## src/rtl/fetch_pkg.sv

```systemverilog
// rtl/fetch_pkg.sv - shared types and defaults for the instruction fetch sequencer
package fetch_pkg;

    localparam int TIMEOUT_DEFAULT = 255;

    typedef logic [0:15] word_t;

    typedef enum logic [2:0] {
        IDLE,
        IFETCH,
        DECODE,
        AFETCH,
        READY,
        ALARM
    } state_t;

endpackage

```

## src/rtl/fetch_seq_if.sv

```systemverilog
// rtl/fetch_seq_if.sv - memory read req/ack bus between fetch sequencer and memory
interface fetch_seq_if;
    import fetch_pkg::*;

    logic  mem_req;
    word_t mem_addr;
    logic  mem_ack;
    word_t mem_data;

    modport master (output mem_req, output mem_addr, input mem_ack, input mem_data);
    modport slave  (input mem_req, input mem_addr, output mem_ack, output mem_data);
endinterface

```

## src/rtl/fetch_timer.sv

```systemverilog
// rtl/fetch_timer.sv - 8-bit memory wait counter with synchronous restart and expiry flag
module fetch_timer #(
    parameter int TIMEOUT = 255
) (
    input  logic clk_sys,
    input  logic rst_,
    input  logic restart,
    input  logic en,
    output logic expired
);

    logic [7:0] cnt;

    // Saturates so an oversized wait can never wrap back below the limit.
    always_ff @(posedge clk_sys or negedge rst_) begin
        if (!rst_) begin
            cnt <= '0;
        end else if (restart) begin
            cnt <= '0;
        end else if (en && cnt != 8'hFF) begin
            cnt <= cnt + 8'd1;
        end
    end

    assign expired = (cnt >= 8'(TIMEOUT));

endmodule

```

## src/rtl/fetch_seq.sv

```systemverilog
// rtl/fetch_seq.sv - instruction fetch sequencer: IC strobes, ir/arg fetch, no-memory alarm
module fetch_seq
    import fetch_pkg::*;
#(
    parameter int TIMEOUT = TIMEOUT_DEFAULT
) (
    input  logic        clk_sys,
    input  logic        rst_,
    input  logic        start,
    input  logic        stop,
    input  word_t       ic,
    input  logic        needs_arg,
    input  logic        exec_done,
    input  logic        jmp,
    input  word_t       jaddr,
    input  logic        clr,
    fetch_seq_if.master mem,
    output logic        ic_clr,
    output logic        ic_load,
    output logic        ic_inc,
    output word_t       ic_w,
    output word_t       ir,
    output word_t       arg,
    output logic        ready,
    output logic        alarm
);

    state_t state, state_nx;
    word_t  ir_nx, arg_nx;
    logic   alarm_nx;
    logic   fetching;
    logic   expired;

    assign fetching     = (state == IFETCH) || (state == AFETCH);
    // clr and expiry both withdraw the request in the very cycle they occur.
    assign mem.mem_req  = fetching && !clr && !expired;
    assign mem.mem_addr = mem.mem_req ? ic : '0;
    assign ready        = (state == READY);

    fetch_timer #(.TIMEOUT(TIMEOUT)) u_timer (
        .clk_sys (clk_sys),
        .rst_    (rst_),
        .restart (!fetching),
        .en      (mem.mem_req && !mem.mem_ack),
        .expired (expired)
    );

    always_ff @(posedge clk_sys or negedge rst_) begin
        if (!rst_) begin
            state <= IDLE;
            ir    <= '0;
            arg   <= '0;
            alarm <= 1'b0;
        end else begin
            state <= state_nx;
            ir    <= ir_nx;
            arg   <= arg_nx;
            alarm <= alarm_nx;
        end
    end

    always_comb begin
        state_nx = state;
        ir_nx    = ir;
        arg_nx   = arg;
        alarm_nx = alarm;
        ic_clr   = 1'b0;
        ic_load  = 1'b0;
        ic_inc   = 1'b0;
        ic_w     = '0;
        if (clr) begin
            ic_clr   = 1'b1;
            alarm_nx = 1'b0;
            state_nx = IDLE;
        end else begin
            case (state)
                IDLE: if (start) state_nx = IFETCH;
                IFETCH, AFETCH: begin
                    if (expired) begin
                        alarm_nx = 1'b1;
                        state_nx = ALARM;
                    end else if (mem.mem_ack) begin
                        ic_inc = 1'b1;
                        if (state == IFETCH) begin
                            ir_nx    = mem.mem_data;
                            state_nx = DECODE;
                        end else begin
                            arg_nx   = mem.mem_data;
                            state_nx = READY;
                        end
                    end
                end
                DECODE: begin
                    if (needs_arg) begin
                        state_nx = AFETCH;
                    end else begin
                        arg_nx   = '0;
                        state_nx = READY;
                    end
                end
                READY: begin
                    if (exec_done) begin
                        if (jmp) begin
                            ic_load = 1'b1;
                            ic_w    = jaddr;
                        end
                        state_nx = stop ? IDLE : IFETCH;
                    end
                end
                ALARM: begin
                    if (start) begin
                        alarm_nx = 1'b0;
                        state_nx = IFETCH;
                    end
                end
                default: state_nx = IDLE;
            endcase
        end
    end

endmodule

```

## src/flat_wrapper.sv

```systemverilog
// flat-port wrapper written by rule: the top's interface ports become plain ports
module fetch_seq_flat import fetch_pkg::*;
#(
    parameter int TIMEOUT = TIMEOUT_DEFAULT
)
  (clk_sys, rst_, start, stop, ic, needs_arg, exec_done, jmp, jaddr, clr, ic_clr, ic_load, ic_inc, ic_w, ir, arg, ready, alarm, mem_mem_req, mem_mem_addr, mem_mem_ack, mem_mem_data);
  fetch_seq_if mem_i ();
  input  logic clk_sys;
  input  logic rst_;
  input  logic start;
  input  logic stop;
  input  word_t ic;
  input  logic needs_arg;
  input  logic exec_done;
  input  logic jmp;
  input  word_t jaddr;
  input  logic clr;
  output logic ic_clr;
  output logic ic_load;
  output logic ic_inc;
  output word_t ic_w;
  output word_t ir;
  output word_t arg;
  output logic ready;
  output logic alarm;
  output wire logic [$bits(mem_i.mem_req)-1:0] mem_mem_req;
  output wire logic [$bits(mem_i.mem_addr)-1:0] mem_mem_addr;
  input wire logic [$bits(mem_i.mem_ack)-1:0] mem_mem_ack;
  input wire logic [$bits(mem_i.mem_data)-1:0] mem_mem_data;
  assign mem_mem_req = mem_i.mem_req;
  assign mem_mem_addr = mem_i.mem_addr;
  assign mem_i.mem_ack = mem_mem_ack;
  assign mem_i.mem_data = mem_mem_data;
  fetch_seq #(.TIMEOUT(TIMEOUT)) u_core (.clk_sys(clk_sys), .rst_(rst_), .start(start), .stop(stop), .ic(ic), .needs_arg(needs_arg), .exec_done(exec_done), .jmp(jmp), .jaddr(jaddr), .clr(clr), .mem(mem_i), .ic_clr(ic_clr), .ic_load(ic_load), .ic_inc(ic_inc), .ic_w(ic_w), .ir(ir), .arg(arg), .ready(ready), .alarm(alarm));
endmodule
```

## config.mk

```make
export PLATFORM = sky130hd
export DESIGN_NAME = fetch_seq_flat
export DESIGN_NICKNAME = d
export VERILOG_FILES = /design/src/rtl/fetch_pkg.sv /design/src/rtl/fetch_seq_if.sv /design/src/rtl/fetch_timer.sv /design/src/rtl/fetch_seq.sv /design/src/flat_wrapper.sv
export SDC_FILE = /design/constraint.sdc
export NUM_CORES = 1
export LEC_CHECK = 0
export CORE_MARGIN = 5
export CORE_UTILIZATION = 43
export DETAILED_ROUTE_END_ITERATION = 8
export GPL_TIMING_DRIVEN = 0
export PLACE_DENSITY = 0.87
export SLEW_MARGIN = 20
export SYNTH_ARGS = -nofsm -noshare
export SYNTH_HDL_FRONTEND = slang
export SYNTH_SLANG_ARGS = --single-unit
```

## constraint.sdc

```tcl
create_clock -name clk_sys -period 4.4 [get_ports clk_sys]
set_input_delay 0.88 -clock clk_sys [delete_from_list [all_inputs] [get_ports clk_sys]]
set_output_delay 0.88 -clock clk_sys [all_outputs]
set_load 0.005 [all_outputs]
```

==> results.py, run 1 <==
metrics = {
    "worst_setup_path": {
        "cp_data_arrival_time_ns": 2.95,
        "path_class": "in -> out",
        "start_kind": "input pin",
        "path_max_fanout": 10,
        "cp_data_required_time_ns": 3.52,
        "critPathCaptureType": "output port",
    },
    "sta": {
        "min_period_over_period_pct": 87.15,
        "min_period_ns": 3.835,
        "maxSlewViolCount": 0,
        "whs_ns": 0.5124,
        "tightestPinTransition_ns": 0.6716,
        "hold_viol": 0,
        "max_clock_freq_mhz": 260.8,
        "finalSetupViolCount": 0,
        "setup_ws_ns": 0.5652,
        "finalClockSkew_ns": 0.01379,
        "relSlewSlack_pct": 55.12,
        "fin_tns_setup_ns": 0,
        "rsz0062_at_grt": "no",
    },
    "detailed_routing": {
        "drcViolationCount": 0,
        "firstDrtPassIters": 4,
        "vias": 2187,
        "avgRoutedWirePerCell_um": 15.07,
        "final_antenna_net_count": 0,
        "wl_mm": 6.601,
        "viasPerCell": 4.993,
        "drt_iter0_markers": 67,
    },
    "clocking": {
        "clock_latency_ns": 0.31,
        "clkSinkCount": 44,
        "cts_tree": "built",
        "cts_resized": 0,
        "clkSlewWorstSetupHoldPaths_ns": 0.08,
        "numCtsBuffers": 5,
        "h-tree-depth": 2,
        "holdBufCountCts": 0,
        "cts.root.buffer_cell": "clkbuf_8",
        "cts_setup_buffers": 0,
        "cts_buffer_depth": 2,
    },
    "synthesis": {
        "synth_mux_area_share_pct": 16.42,
        "synth_compound_gate_area_share_pct": 8.364,
        "synth_adder_area_share_pct": 0.5195,
        "yosysMostFrequentCell": "dfrtp_1",
        "synth_cell_type_count": 42,
        "ys_top_cells_by_count": "dfrtp_1, and2_1, nand2_1, inv_1, mux2i_1",
        "synth_fp_nets": 290,
        "synthCells": 232,
        "synth_xor_area_share_pct": 1.091,
        "yosysTopAreaCellShare_pct": 45.71,
        "synth.area.top_cells": "dfrtp_1, and2_1, mux2i_1, mux2_4, mux2_2",
        "synth-warning-count": 0,
        "synth_edf_count": 0,
        "synth-async-reset-ratio_pct": 100.0,
        "yosys.area_share.simple_pct": 21.19,
        "synth_largest_area_cell": "dfrtp_1",
        "synthFlopType": "dfrtp_1",
        "synth-seq-cells": 44,
        "synth_top_family_by_area": "simple AND/OR/NAND/NOR gates",
        "synth_area_per_cell_um2": 10.38,
        "yosysSeqAreaShare_pct": 45.71,
        "synth_area_um2": 2409,
    },
    "grt": {
        "grt_pass1_wl_mm": 10.85,
        "grt_max_degree": 27,
        "grt_pass1_vias": 2159,
        "grt_usage_pct": 18.34,
        "overflow": 0,
        "antenna_found_initial": 0,
    },
    "layout": {
        "area_delta_synth_final_pct": 60.16,
        "design_area_um2": 3857,
        "drive_gt1_share_pct": 10.66,
        "antenna_cells": 0,
        "post_layout_nonfiller_instances": 438,
        "fin_util_pct": 70.48,
        "layout.nets": 423,
    },
    "status": {
        "status": "completed",
    },
    "floorplanning": {
        "die-area_um2": 7198,
        "fp-row-count": 27,
        "die_w_um": 84.84,
        "coreArea_um2": 5473,
        "ios": 127,
        "die_h_um": 84.84,
        "initial_utilization_pct": 44.01,
    },
    "min_path": {
        "hp-class": "reg -> reg",
    },
    "pwr": {
        "irDropWorstVdd_mv": 0.3638,
        "power_density_nw_per_um2": 439.9,
        "p_leak_nw": 1.659,
        "total_power_mw": 1.697,
    },
    "placed_design": {
        "pre_cts_ws_ns": 0.5439,
        "place.gp.congestion": 0.7881,
        "dp_cells": 430,
        "dpl_cell_area_um2": 3765,
        "port_buffers": 125,
        "dp_hpwl_mm": 5.212,
    },
    "run": {
        "cap_violations": 0,
    },
}
-- layout by cell type, fill, tap and decap left out, types with 2 or more instances in the layout --
master             n
clkbuf_1          10
and2_1            35
dfrtp_1           44
buf_6              2
clkdlybuf4s50_1  124
nor2_1             9
clkinvlp_4         2
inv_1             19
xnor2_1            3
a21oi_1            4
mux2i_1           17
nand2_1           23
mux2_4             9
mux2_2             8
or3_1              2
a2111oi_0          2
or4_1              3
buf_4              4
and3_1             2
nor2b_1            3
o21ai_0            3
a211oi_1           2
nand3b_1           2
clkbuf_8           5
o31ai_1            2
a31oi_1            2
nand3_1            4
-- sequential cells by signal (all words and copies together), names as in the netlist --
register	cells
u_core.arg	16
u_core.state	3
u_core.alarm	1
u_core.u_timer.cnt	8
u_core.ir	16
-- critical path: stages --
cell and delay (ns):
clkdlybuf4s50_1 0.57, nor4_2 0.54, clkbuf_1 0.30, and2_1 0.17, clkdlybuf4s50_1 0.50
-- final cells by class --
type                       instances  area [µm²]
multi-input combinational        153        1146
clock buffer                       5       68.82
inverter                          19       71.32
sequential                        44        1101
tap                               72       90.09
timing repair buffer             126        1266
buffer                            16       90.09
clock inverter                     3       23.77
fill                             429        1615
-- kinds of logic (layout without fill, tap and decap cells) --
| kind of cell | after synthesis | after routing |
|---|---|---|
| AO/OA/AOI/OAI | 25 | 25 |
| XOR/XNOR | 3 | 3 |
| adder cells (fa/ha/maj) | 1 | 1 |
| buffers and inverters | 35 | 169 |
| flip-flops | 44 | 44 |
| multiplexers | 34 | 34 |
| AND/OR/NAND/NOR | 90 | 90 |
-- worst paths after layout --
path	start	end	slack [ns]	cells past startpoint
min in group asynchronous	rst_	u_core.ir[6]	0.52	1
max	clr	ic_w[8]	0.57	5
min	u_core.ir[1]	u_core.ir[1]	0.51	1
max in group asynchronous	rst_	u_core.u_timer.cnt[4]	3.37	2
min reg2reg	u_core.ir[1]	u_core.ir[1]	0.51	1
max reg2reg	u_core.u_timer.cnt[0]	u_core.arg[12]	2.15	8
-- power by group --
part	switching, mW	internal, mW
Clock	0.146	0.112
Combinational	0.281	0.508
Sequential	0.0899	0.559
-- layer usage --
layer	track usage (%)	share of wire, %	vias up
met5	0	0	-
met2	31.39	49	91
li1	-	-	1051
met4	3.453	0.89	0
met3	4.854	6.7	8
met1	23.56	43	1037
Power figures use the tool's default switching activity.
==> inputs of run 2 (changes only) <==
--- a/config.mk
+++ b/config.mk
@@ -10,7 +10,7 @@
 export DETAILED_ROUTE_END_ITERATION = 8
 export GPL_TIMING_DRIVEN = 0
 export PLACE_DENSITY = 0.87
-export SLEW_MARGIN = 20
+export RECOVER_POWER = 100
 export SYNTH_ARGS = -nofsm -noshare
 export SYNTH_HDL_FRONTEND = slang
 export SYNTH_SLANG_ARGS = --single-unit
==> run 2 against run 1 <==
Effect of this change:
- sequential share of layout area increased by 0.63 points
- clock skew up 0.0016 ns
- core utilization shrank 1.5 points
- wire length fell by 0.58%
- worst hold slack worse by 0.020 ns
- fmax is 4.0% lower
- critical path type unchanged
- critical endpoint is now ic_w[12]
- non-clock buffer count unchanged
- setup slack got worse by 0.16 ns
- sequential power down 1%
- largest power group unchanged
==> results.py, run 2 (synthesis gave the netlist of run 1 again) <==
metrics = {
    "grt": {
        "overflow": 0,
        "top_usage_layer": "met2",
        "grt_pass1_wl_mm": 10.85,
        "grt_max_degree": 27,
        "antenna_found_initial": 0,
        "use_met2_pct": 31.39,
        "met1_usage_pct": 23.56,
        "grt_usage_pct": 18.34,
        "grt_pass1_vias": 2159,
        "gr-usage-met3_pct": 4.854,
    },
    "layout": {
        "fin_util_pct": 68.95,
        "final_cell_mix": "clkdlybuf4s50_1, dlygate4sd3_1, dfrtp_1",
        "n_fill_cell": 456,
        "seqCellArea_um2": 1101,
        "top_regs": "u_core.arg x16, u_core.ir x16, u_core.u_timer.cnt x8",
        "multi_input_area_um2": 1095,
        "layout_commonest_cell": "clkdlybuf4s50_1",
        "drive_gt1_share_pct": 6.284,
        "antenna_cells": 0,
        "layout.nets": 423,
        "area_delta_synth_final_pct": 56.68,
    },
    "pwr": {
        "power_density_nw_per_um2": 419.3,
        "p_leak_nw": 1.612,
        "irDropWorstVdd_mv": 0.3504,
    },
    "floorplanning": {
        "coreArea_um2": 5473,
        "die-area_um2": 7198,
        "die_w_um": 84.84,
        "initial_utilization_pct": 44.01,
        "die_h_um": 84.84,
        "fp-row-count": 27,
        "ios": 127,
    },
    "sta": {
        "fin_tns_setup_ns": 0,
        "min_period_over_period_pct": 90.81,
        "hold_viol": 0,
        "setup_ws_ns": 0.4043,
        "finalClockSkew_ns": 0.01537,
        "min_period_ns": 3.996,
        "rsz0062_at_grt": "no",
        "relSlewSlack_pct": 5.487,
        "tightestPinTransition_ns": 1.418,
        "finalSetupViolCount": 0,
        "max_clock_freq_mhz": 250.3,
        "maxSlewViolCount": 0,
    },
    "worst_setup_path": {
        "r2r_slack_ns": 1.52,
        "cp-startpoint": "clr",
        "path_max_fanout": 10,
        "path_class": "in -> out",
        "r2r.worst_path.cells": 8,
        "cp_data_required_time_ns": 3.52,
        "worstReg2RegStart": "u_core.u_timer.cnt[0]",
        "r2r-end": "u_core.arg[13]",
        "critPathCaptureType": "output port",
        "start_kind": "input pin",
        "cp_data_arrival_time_ns": 3.12,
    },
    "clocking": {
        "clock_latency_ns": 0.31,
        "cts.root.buffer_cell": "clkbuf_8",
        "numCtsBuffers": 5,
        "cts_tree": "built",
        "clkSinkCount": 44,
        "cts_resized": 0,
        "cts_buffer_depth": 2,
        "clkSlewWorstSetupHoldPaths_ns": 0.09,
        "cts_setup_buffers": 0,
        "holdBufCountCts": 0,
        "h-tree-depth": 2,
    },
    "detailed_routing": {
        "firstDrtPassIters": 6,
        "vias": 2188,
        "avgRoutedWirePerCell_um": 14.98,
        "final_antenna_net_count": 0,
        "viasPerCell": 4.995,
        "drt_iter0_markers": 47,
        "drcViolationCount": 0,
        "wl_mm": 6.563,
    },
    "placed_design": {
        "port_buffers": 125,
        "place.gp.congestion": 0.7881,
        "pre_cts_ws_ns": 0.5439,
        "dp_hpwl_mm": 5.212,
    },
    "min_path": {
        "min_from": "u_core.ir[11]",
        "hp-class": "reg -> reg",
        "hold_depth": 1,
        "min_to": "u_core.ir[11]",
    },
    "run": {
        "cap_violations": 0,
    },
    "status": {
        "status": "completed",
    },
}
[run 2: worst max-delay path, cell delays in order]
cell and delay, ns:
dlygate4sd3_1 0.66, nor4_2 0.54, clkbuf_1 0.30, and2_1 0.17, dlygate4sd3_1 0.56
[run 2: worst max path at each step]
stage | cells past startpoint | to
after floorplan | 3 | ic_w[10]
after global placement | 5 | ic_w[7]
after detailed placement | 5 | ic_w[12]
after CTS | 5 | ic_w[12]
after global routing | 5 | ic_w[14]
final | 5 | ic_w[12]
[run 2: cell type report]
type | count | area share, %
flip-flops and latches | 44 | 29.18
repair buffers | 126 | 33.09
multi-input cells | 153 | 29.01
inverters | 19 | 1.890
plain buffers | 16 | 1.989
clock inverters | 3 | 0.6300
clock buffers | 5 | 1.824
well taps | 72 | 2.387
[run 2: through the flow]
stage | hold WS [ns] | area (µm²) | instances | total power [mW]
2_1_floorplan | 0.5041 | 2409 | 232 | 0.9719
3_3_place_gp | 0.4879 | 3750 | 429 | 1.425
3_5_place_dp | 0.4933 | 3765 | 430 | 1.455
4_1_cts | 0.5126 | 3857 | 438 | 1.719
5_1_grt | 0.5126 | 3774 | 438 | 1.706
6_report | 0.4924 | 3774 | 438 | 1.582
[run 2: report_power, final]
part,internal (mW),switching (mW)
combinational,0.407,0.275
sequential,0.558,0.0814
clock,0.113,0.148
total,1.08,0.504
[run 2: routing by layer]
| metal | wire [µm] | part of all wire (%) |
|---|---|---|
| met5 | 0 | 0 |
| met2 | 3334 | 51 |
| met4 | 47 | 0.72 |
| met3 | 417 | 6.4 |
| met1 | 2764 | 42 |
